File: config.mk
export PLATFORM = sky130hd
export DESIGN_NAME = bus_controller_flat
export DESIGN_NICKNAME = d
export VERILOG_FILES = /design/src/rtl/bus_controller_if.sv /design/src/rtl/bus_controller.sv /design/src/flat_wrapper.sv
export SDC_FILE = /design/constraint.sdc
export NUM_CORES = 1
export LEC_CHECK = 0
export BUFFER_PORTS_ARGS = -buffer_cell sky130_fd_sc_hd__buf_4
export CAP_MARGIN = 20
export CELL_PAD_IN_SITES_DETAIL_PLACEMENT = 1
export CELL_PAD_IN_SITES_GLOBAL_PLACEMENT = 1
export CORE_MARGIN = 1
export CORE_UTILIZATION = 23
export CTS_CLUSTER_DIAMETER = 30
export CTS_CLUSTER_SIZE = 12
export DETAILED_ROUTE_END_ITERATION = 6
export PLACE_DENSITY = 0.54
export SYNTH_ARGS = -nofsm -noshare
export SYNTH_HDL_FRONTEND = slang
export SYNTH_SLANG_ARGS = --single-unit
File: constraint.sdc
create_clock -name CLKb -period 4.6 [get_ports CLKb]
set_input_delay 0 -clock CLKb [delete_from_list [all_inputs] [get_ports CLKb]]
set_output_delay 0 -clock CLKb [all_outputs]
set_load 0.03 [all_outputs]
File: src/rtl/bus_controller_if.sv
// Handshake and enable bundle between the bus_controller sequencer and the
// dual-bus register file / ALU datapath it steers.
interface bus_controller_if #(
    parameter int NREG = 4
);
    logic            Exec;
    logic [9:0]      INSTR;
    logic [NREG-1:0] Rin;
    logic [NREG-1:0] Rout0;
    logic [NREG-1:0] Rout1;
    logic            ExtOut;
    logic            Gin;
    logic            Gout;
    logic            AddSub;
    logic            Busy;
    logic            Done;
    logic            Err;

    modport master (
        input  Exec, INSTR,
        output Rin, Rout0, Rout1, ExtOut, Gin, Gout, AddSub, Busy, Done, Err
    );

    modport slave (
        output Exec, INSTR,
        input  Rin, Rout0, Rout1, ExtOut, Gin, Gout, AddSub, Busy, Done, Err
    );
endinterface

File: src/rtl/bus_controller.sv
// Control sequencer for the 10-bit dual-bus register file: accepts one
// instruction per Exec in IDLE and steps IDLE -> T1 (-> T2) -> IDLE.
module bus_controller #(
    parameter int NREG = 4
) (
    input  logic             CLKb,
    input  logic             Resetb,
    bus_controller_if.master bus
);
    typedef enum logic [1:0] {
        S_IDLE = 2'd0,
        S_T1   = 2'd1,
        S_T2   = 2'd2
    } state_t;

    localparam logic [2:0] OP_LOAD = 3'b000;
    localparam logic [2:0] OP_MOV  = 3'b001;
    localparam logic [2:0] OP_ADD  = 3'b010;
    localparam logic [2:0] OP_SUB  = 3'b011;

    typedef struct packed {
        logic [NREG-1:0] rin;
        logic [NREG-1:0] rout0;
        logic [NREG-1:0] rout1;
        logic            ext_out;
        logic            gin;
        logic            gout;
        logic            add_sub;
        logic            busy;
        logic            done;
        logic            err;
    } ctrl_t;

    // IR keeps only {opcode, Rx, Ry}; the reserved bits never enter the state.
    state_t      r_state;
    state_t      w_state_nxt;
    logic [6:0]  r_ir;
    logic [6:0]  w_ir_nxt;
    ctrl_t       r_ctrl;
    ctrl_t       w_ctrl_nxt;
    logic        w_unused_rsvd;

    assign w_unused_rsvd = ^bus.INSTR[2:0];

    function automatic logic [NREG-1:0] sel_onehot(input logic [1:0] idx);
        logic [NREG-1:0] v;
        v      = {NREG{1'b0}};
        v[idx] = 1'b1;
        return v;
    endfunction

    function automatic ctrl_t decode_ctrl(input state_t st, input logic [6:0] ir);
        ctrl_t      c;
        logic [2:0] opc;
        logic [1:0] rx;
        logic [1:0] ry;
        c   = '0;
        opc = ir[6:4];
        rx  = ir[3:2];
        ry  = ir[1:0];
        case (st)
            S_T1: begin
                c.busy = 1'b1;
                case (opc)
                    OP_LOAD: begin
                        c.ext_out = 1'b1;
                        c.rin     = sel_onehot(rx);
                        c.done    = 1'b1;
                    end
                    OP_MOV: begin
                        c.rout0 = sel_onehot(ry);
                        c.rin   = sel_onehot(rx);
                        c.done  = 1'b1;
                    end
                    OP_ADD, OP_SUB: begin
                        c.rout0   = sel_onehot(rx);
                        c.rout1   = sel_onehot(ry);
                        c.gin     = 1'b1;
                        c.add_sub = opc[0];
                    end
                    default: begin
                        c.done = 1'b1;
                        c.err  = 1'b1;
                    end
                endcase
            end
            S_T2: begin
                c.busy = 1'b1;
                c.gout = 1'b1;
                c.rin  = sel_onehot(rx);
                c.done = 1'b1;
            end
            default: begin
                c = '0;
            end
        endcase
        return c;
    endfunction

    // Next state and IR; outputs are decoded from them so they can be registered.
    always_comb begin
        w_state_nxt = r_state;
        w_ir_nxt    = r_ir;
        case (r_state)
            S_IDLE: begin
                if (bus.Exec) begin
                    w_state_nxt = S_T1;
                    w_ir_nxt    = bus.INSTR[9:3];
                end else begin
                    w_state_nxt = S_IDLE;
                end
            end
            S_T1: begin
                if ((r_ir[6:4] == OP_ADD) || (r_ir[6:4] == OP_SUB)) begin
                    w_state_nxt = S_T2;
                end else begin
                    w_state_nxt = S_IDLE;
                end
            end
            S_T2: begin
                w_state_nxt = S_IDLE;
            end
            default: begin
                w_state_nxt = S_IDLE;
            end
        endcase
        w_ctrl_nxt = decode_ctrl(w_state_nxt, w_ir_nxt);
    end

    // State, IR and output registers; outputs change only on the rising edge.
    always_ff @(posedge CLKb) begin
        if (!Resetb) begin
            r_state <= S_IDLE;
            r_ir    <= 7'd0;
            r_ctrl  <= '0;
        end else begin
            r_state <= w_state_nxt;
            r_ir    <= w_ir_nxt;
            r_ctrl  <= w_ctrl_nxt;
        end
    end

    assign bus.Rin    = r_ctrl.rin;
    assign bus.Rout0  = r_ctrl.rout0;
    assign bus.Rout1  = r_ctrl.rout1;
    assign bus.ExtOut = r_ctrl.ext_out;
    assign bus.Gin    = r_ctrl.gin;
    assign bus.Gout   = r_ctrl.gout;
    assign bus.AddSub = r_ctrl.add_sub;
    assign bus.Busy   = r_ctrl.busy;
    assign bus.Done   = r_ctrl.done;
    assign bus.Err    = r_ctrl.err;
endmodule
File: src/flat_wrapper.sv
// flat-port wrapper written by rule: the top's interface ports become plain ports
module bus_controller_flat 
#(
    parameter int NREG = 4
)
  (CLKb, Resetb, bus_Exec, bus_INSTR, bus_Rin, bus_Rout0, bus_Rout1, bus_ExtOut, bus_Gin, bus_Gout, bus_AddSub, bus_Busy, bus_Done, bus_Err);
  bus_controller_if #(.NREG(NREG)) bus_i ();
  input  logic CLKb;
  input  logic Resetb;
  input wire logic [$bits(bus_i.Exec)-1:0] bus_Exec;
  input wire logic [$bits(bus_i.INSTR)-1:0] bus_INSTR;
  output wire logic [$bits(bus_i.Rin)-1:0] bus_Rin;
  output wire logic [$bits(bus_i.Rout0)-1:0] bus_Rout0;
  output wire logic [$bits(bus_i.Rout1)-1:0] bus_Rout1;
  output wire logic [$bits(bus_i.ExtOut)-1:0] bus_ExtOut;
  output wire logic [$bits(bus_i.Gin)-1:0] bus_Gin;
  output wire logic [$bits(bus_i.Gout)-1:0] bus_Gout;
  output wire logic [$bits(bus_i.AddSub)-1:0] bus_AddSub;
  output wire logic [$bits(bus_i.Busy)-1:0] bus_Busy;
  output wire logic [$bits(bus_i.Done)-1:0] bus_Done;
  output wire logic [$bits(bus_i.Err)-1:0] bus_Err;
  assign bus_i.Exec = bus_Exec;
  assign bus_i.INSTR = bus_INSTR;
  assign bus_Rin = bus_i.Rin;
  assign bus_Rout0 = bus_i.Rout0;
  assign bus_Rout1 = bus_i.Rout1;
  assign bus_ExtOut = bus_i.ExtOut;
  assign bus_Gin = bus_i.Gin;
  assign bus_Gout = bus_i.Gout;
  assign bus_AddSub = bus_i.AddSub;
  assign bus_Busy = bus_i.Busy;
  assign bus_Done = bus_i.Done;
  assign bus_Err = bus_i.Err;
  bus_controller #(.NREG(NREG)) u_core (.CLKb(CLKb), .Resetb(Resetb), .bus(bus_i));
endmodule
==> flow_summary_export.csv, run 1 <==
group,metric,value,unit
clocking,post_cts_buffers,0,
pwr,p_sw_share,25.62,%
synthesis,synth_area,1160,µm²
timing,setup_tns,0,ns
flow_run,maxCapViolCount,0,
timing,drv_slew,0,
finish,syn2layout_area_growth,26.54,%
route,wl_per_cell,12.28,µm
synthesis,synth_most_common_cell,"dfxtp_1",
pwr,power_switching,0.1158,mW
synthesis,synth_top_area_share,48.33,%
synthesis,synth-edff-count,0,
clocking,hold_buffers,0,
die,start_util,24.24,%
timing,rsz0062_at_grt,"no",
pwr,vdd_drop_max,0.00008790,V
global_routing,grt_use_met1,15.18,%
synthesis,synth_cell_types,34,
worst_setup_path,cp.required,4.79,ns
synthesis,syn-num-nets,136,
global_routing,grt_pass1_vias,916,
place,hpwl,2042,µm
synthesis,synthFlopType,"dfxtp_1",
min_path,min_path_type,"in2reg",
pwr,comb_power_share,14.8,%
finish,antennaDiodeCount,0,
clocking,clock_path_buffers,2,
pwr,p_leak,0.6012,nW
route,drtIter0Drc,44,
timing,skew,0.003543,ns
timing,clock.fmax,431.0,MHz
timing,tightestPinTransition,0.7537,ns
pwr,seq_power_share,56.4,%
worst_setup_path,end_kind,"flop",
finish,postLayoutCoreUtil,30.67,%
clocking,path_clk_slew,0.09,ns
worst_setup_path,slowest_stage,"or3b_1",
die,rows,25,
synthesis,seq_area_frac_synth,48.33,%
worst_setup_path,critical_path_class,"reg2reg",
die,io_pins,32,
pwr,power_density,307.8,nW/µm²
synthesis,async_flop_share,0,%
global_routing,antenna_found_initial,0,
clocking,cts_num_sinks,28,
global_routing,grt_pass1_wl,4485,µm
die,die_y,73.02,µm
clocking,cts_inserted_buffers,3,
finish,drive_above_1_share,25.00,%
finish,fill_cells,555,
synthesis,synthCells,121,
timing,hold_violations,0,
worst_setup_path,crit_chain,"or3b_1 > inv_6 > ha_1 > nand2_1 > o21bai_1 > o22ai_1",
global_routing,grt_max_degree,19,
clocking,cts_tree,"built",
die,fp.dieArea,5331,µm²
synthesis,yosys-top-cells-area,"dfxtp_1 48%, mux2i_1 5.2%, nand2_1 4.5%",
place,io_buffers,28,
timing,fin_crit,2.320,ns
synthesis,yosysTopAreaCell,"dfxtp_1",
global_routing,grt_busiest_layer,"met2",
route,first_pass_iters,3,
pwr,p_clk_share,28.8,%
clocking,cts.repair.resized,0,
synthesis,synth_top_cells_by_count,"28 x dfxtp_1, 14 x nand2_1, 10 x nor2_1, 6 x mux2i_1, 6 x nor2b_1",
clocking,cts-root-buf,"clkbuf_8",
route,vias,917,
clocking,cts_max_level,1,
global_routing,grtUsageMet2,16.87,%
worst_setup_path,worst_ep_arrival_time,2.51,ns
synthesis,syn_avg_cell_area,9.586,µm²
finish,nets,165,
timing,setup_viol,0,
synthesis,ys_warn_count,0,
place,gp_congestion,0.7619,
timing,slew_headroom,49.75,%
worst_setup_path,crit_fanout,18,
die,fp.coreArea,4786,µm²
route,remaining_drc_errors,0,
global_routing,globalRouteMet3Util,2.210,%
worst_setup_path,slowest_delay,0.70,ns
clocking,insertion_delay,0.27,ns
route,wl,2640,µm
route,ant_nets,0,
timing,fin_crit_sh,50.44,%
die,die_w,73.02,µm
route,vias_per_cell,4.265,
synthesis,ys_ff_latch,28,
worst_setup_path,start_kind,"flop",
global_routing,grt-ovfl-total,0,
global_routing,grtUsageTotal,11.16,%
pwr,p_int,0.3360,mW
outcome,outcome,"finished clean",
==> cell families after synthesis <==
logic type                 synth area share, %
muxes                                    7.443
AOI/OAI and AO/OA                        10.79
adders and majority gates                2.157
buffers and inverters                    4.099
DFF                                      48.33
and+or+nand+nor                          27.19
==> power by group through the flow <==
| stage | combinational [mW] | sequential (mW) | clock (mW) |
|---|---|---|---|
| after floorplan | 0.0401 | 0.266 | 0 |
| after global placement | 0.0666 | 0.260 | 0 |
| after detailed placement | 0.0681 | 0.261 | 0 |
| after CTS | 0.0683 | 0.255 | 0.138 |
| after global routing | 0.0746 | 0.256 | 0.151 |
| final | 0.0670 | 0.255 | 0.130 |
==> metrics by stage <==
step           worst slack [ns]  power [mW]  instances  area, µm²  hold slack [ns]
2_1_floorplan             2.758      0.3063        121       1160           0.1449
3_3_place_gp              2.308      0.3268        212       1426           0.2856
3_5_place_dp              2.258      0.3287        212       1426           0.2939
4_1_cts                   2.243      0.4612        215       1468         0.002641
5_1_grt                   2.089      0.4818        215       1468         0.008438
6_report                  2.280      0.4518        215       1468         0.006289
==> routing by layer <==
layer  wire length (µm)  part of all wire (%)
met4                 42                   1.6
met1               1279                    48
met2               1208                    46
met5                  0                     0
met3                109                   4.1
==> final timing paths <==
kind	from	to	slack [ns]	depth (start not counted)
min	bus_INSTR[8]	u_core.r_ir[5]	0.006	3
max reg2reg	u_core.r_state[0]	u_core.bus.Rout0[0]	2.28	6
max	u_core.r_state[0]	u_core.bus.Rout0[0]	2.28	6
min reg2reg	u_core.r_ir[5]	u_core.r_ir[5]	0.51	2
==> cell usage in the layout (no fill, tap or decap), drive strengths merged, types with 3 or more instances in the layout <==
| cell type | instances |
|---|---|
| nor3b | 5 |
| clkbuf | 3 |
| mux2i | 6 |
| inv | 4 |
| buf | 28 |
| and2 | 3 |
| nand3 | 3 |
| nand3b | 3 |
| a21boi | 5 |
| dfxtp | 28 |
| nand2b | 4 |
| a21oi | 5 |
| nor2 | 10 |
| nor3 | 4 |
| nor2b | 6 |
| nand2 | 14 |
==> critical path: cells and delay by family, from the launching register on <==
kind / cells / cell delay (ns)
AOI/OAI and AO/OA: 2 / 0.38
adders and majority gates: 1 / 0.32
buffers and inverters: 1 / 0.29
DFF: 1 / 0.31
and+or+nand+nor: 2 / 0.93
==> flip-flops by register name (all words and copies together), names as in the netlist <==
name               flops
u_core.bus.Gout        1
u_core.bus.Busy        1
u_core.bus.ExtOut      1
u_core.bus.Gin         1
u_core.bus.AddSub      1
u_core.bus.Err         1
u_core.bus.Rout0       4
u_core.r_state         2
u_core.r_ir            7
u_core.bus.Done        1
u_core.bus.Rin         4
u_core.bus.Rout1       4
==> cell type report <==
| type | instances | area [µm²] | share of cell area (%) |
|---|---|---|---|
| multi-input combinational | 85 | 551.8 | 37.60 |
| tap | 67 | 83.83 | 5.712 |
| sequential | 28 | 560.5 | 38.19 |
| inverter | 4 | 20.02 | 1.364 |
| timing repair buffer | 28 | 210.2 | 14.32 |
| clock buffer | 3 | 41.29 | 2.813 |
Power figures use the tool's default switching activity.
==> inputs of run 2 (changes only) <==
clock period = 2.4 ns   (was 4.6 ns; I/O delays follow)
==> run 2 against run 1 <==
  * Flip-flop and latch count stayed put
  * Highest routed layer unchanged
  * Final area is 1.9% higher
  * Non-clock buffer count is 3 higher
  * Critical endpoint is now u_core.bus.Rout0[3]
  * Register-to-register slack worse by 2.0 ns
  * Clock power increased by 89%
==> flow_summary_export.csv, run 2 (synthesized netlist as in run 1, its figures left out) <==
group,metric,value,unit
clocking,insertion_delay,0.27,ns
route,ant_nets,0,
route,first_pass_iters,4,
clocking,cts.repair.resized,0,
worst_setup_path,cp.required,2.60,ns
finish,postLayoutCoreUtil,31.24,%
worst_setup_path,crit_fanout,18,
die,io_pins,32,
place,gp_congestion,0.7809,
route,wl_per_cell,12.36,µm
finish,nets,168,
outcome,outcome,"finished clean",
die,die_y,73.02,µm
finish,regArea,560.5,µm²
worst_setup_path,worst_ep_arrival_time,2.28,ns
die,fp.coreArea,4786,µm²
timing,clock.fmax,481.3,MHz
die,start_util,24.24,%
route,vias_per_cell,4.188,
clocking,post_cts_buffers,0,
global_routing,antenna_found_initial,0,
finish,final_common_cell,"buf_4",
die,rows,25,
finish,antennaDiodeCount,0,
place,io_buffers,28,
pwr,p_leak,0.6143,nW
timing,rsz0062_at_grt,"no",
finish,largest_reg_flops,7,
route,remaining_drc_errors,0,
worst_setup_path,reg2reg_from,"u_core.r_state[0]",
finish,multiInputGateArea,551.8,µm²
global_routing,grt_max_degree,19,
clocking,cts_inserted_buffers,3,
clocking,clock_path_buffers,2,
finish,drive_above_1_share,25.17,%
timing,setup_viol,0,
timing,setup_tns,0,ns
timing,drv_slew,0,
min_path,whs_path_depth,3,
route,wl,2694,µm
route,vias,913,
die,fp.dieArea,5331,µm²
clocking,cts_max_level,1,
timing,fin_crit,2.078,ns
pwr,vdd_drop_max,0.0001727,V
die,die_w,73.02,µm
min_path,worstHoldStart,"bus_INSTR[8]",
worst_setup_path,critical_path_class,"reg2reg",
global_routing,grt-ovfl-total,0,
clocking,cts-root-buf,"clkbuf_8",
timing,hold_violations,0,
pwr,power_density,580.0,nW/µm²
timing,fin_crit_sh,86.57,%
global_routing,grt_pass1_wl,4450,µm
finish,fill_cells,558,
clocking,cts_tree,"built",
finish,syn2layout_area_growth,28.91,%
worst_setup_path,r2r_cells,6,
place,dp_cells,213,
worst_setup_path,end_kind,"flop",
timing,slew_headroom,68.88,%
finish,final_cells,218,
worst_setup_path,r2r_end,"u_core.bus.Rout0[3]",
pwr,power,0.8672,mW
global_routing,grtUsageTotal,10.99,%
place,hpwl,2091,µm
min_path,whs_endpoint,"u_core.r_ir[5]",
finish,mostFrequentLayoutCells,"29 x buf_4, 28 x dfxtp_1, 14 x nand2_1",
global_routing,grt_pass1_vias,910,
worst_setup_path,start_kind,"flop",
timing,tightestPinTransition,0.4538,ns
timing,skew,0.005472,ns
min_path,min_path_type,"in2reg",
flow_run,maxCapViolCount,0,
clocking,path_clk_slew,0.09,ns
route,drtIter0Drc,20,
finish,top_register,"u_core.r_ir",
clocking,cts_num_sinks,28,
worst_setup_path,r2r_slack,0.32,ns
-- run 2: worst max-delay path by stage --
stage,from,endpoint,depth (start not counted)
6_report,u_core.r_state[0],u_core.bus.Rout0[3],6
5_1_grt,u_core.r_state[0],u_core.bus.Rout0[0],6
4_1_cts,u_core.r_state[0],u_core.bus.Rout0[3],6
3_5_place_dp,u_core.r_state[0],u_core.bus.Rout0[3],6
3_3_place_gp,u_core.r_state[0],u_core.bus.Rout0[3],6
2_1_floorplan,u_core.r_state[0],u_core.bus.Rout0[3],8
-- run 2: layer usage --
layer	up-vias	global-route usage, %	wire length [µm]
li1	471	-	-
met1	420	14.42	1361
met2	18	17.49	1192
met3	4	1.796	99
met4	0	5.229	40
met5	-	0	0
-- run 2: what timing repair did --
action | in CTS | in global routing
hold buffers | 0 | 2
hold endpoints to repair | 0 | 2
endpoints found under the setup margin | 0 | 0
-- run 2: report_power, final --
group / total, mW / internal [mW] / switching (mW)
logic: 0.132 / 0.0558 / 0.0765
registers: 0.489 / 0.479 / 0.00990
clock network: 0.246 / 0.112 / 0.134
total: 0.867 / 0.647 / 0.220
-- run 2: worst max-delay path: stages (launching register included) --
cell and delay [ns]:
dfxtp_1 0.31, or3b_1 0.55, inv_6 0.22, ha_1 0.32
nand2_1 0.22, a21o_1 0.23, o22ai_1 0.15
-- run 2: area by class of cell --
class	instances	share of cell area, %
tap	67	5.607
sequential	28	37.49
timing repair buffer	31	15.90
multi-input combinational	85	36.90
clock buffer	3	2.762
inverter	4	1.339
-- run 2: per-stage QoR --
stage                     hold WS (ns)  cell area (µm²)  setup slack, ns
final                          0.01029             1495           0.3223
after global routing          0.005503             1495           0.1811
after CTS                     0.001230             1475           0.2947
after detailed placement        0.2997             1434           0.3162
after global placement          0.2853             1434           0.3874
after floorplan                 0.1449             1160           0.5581
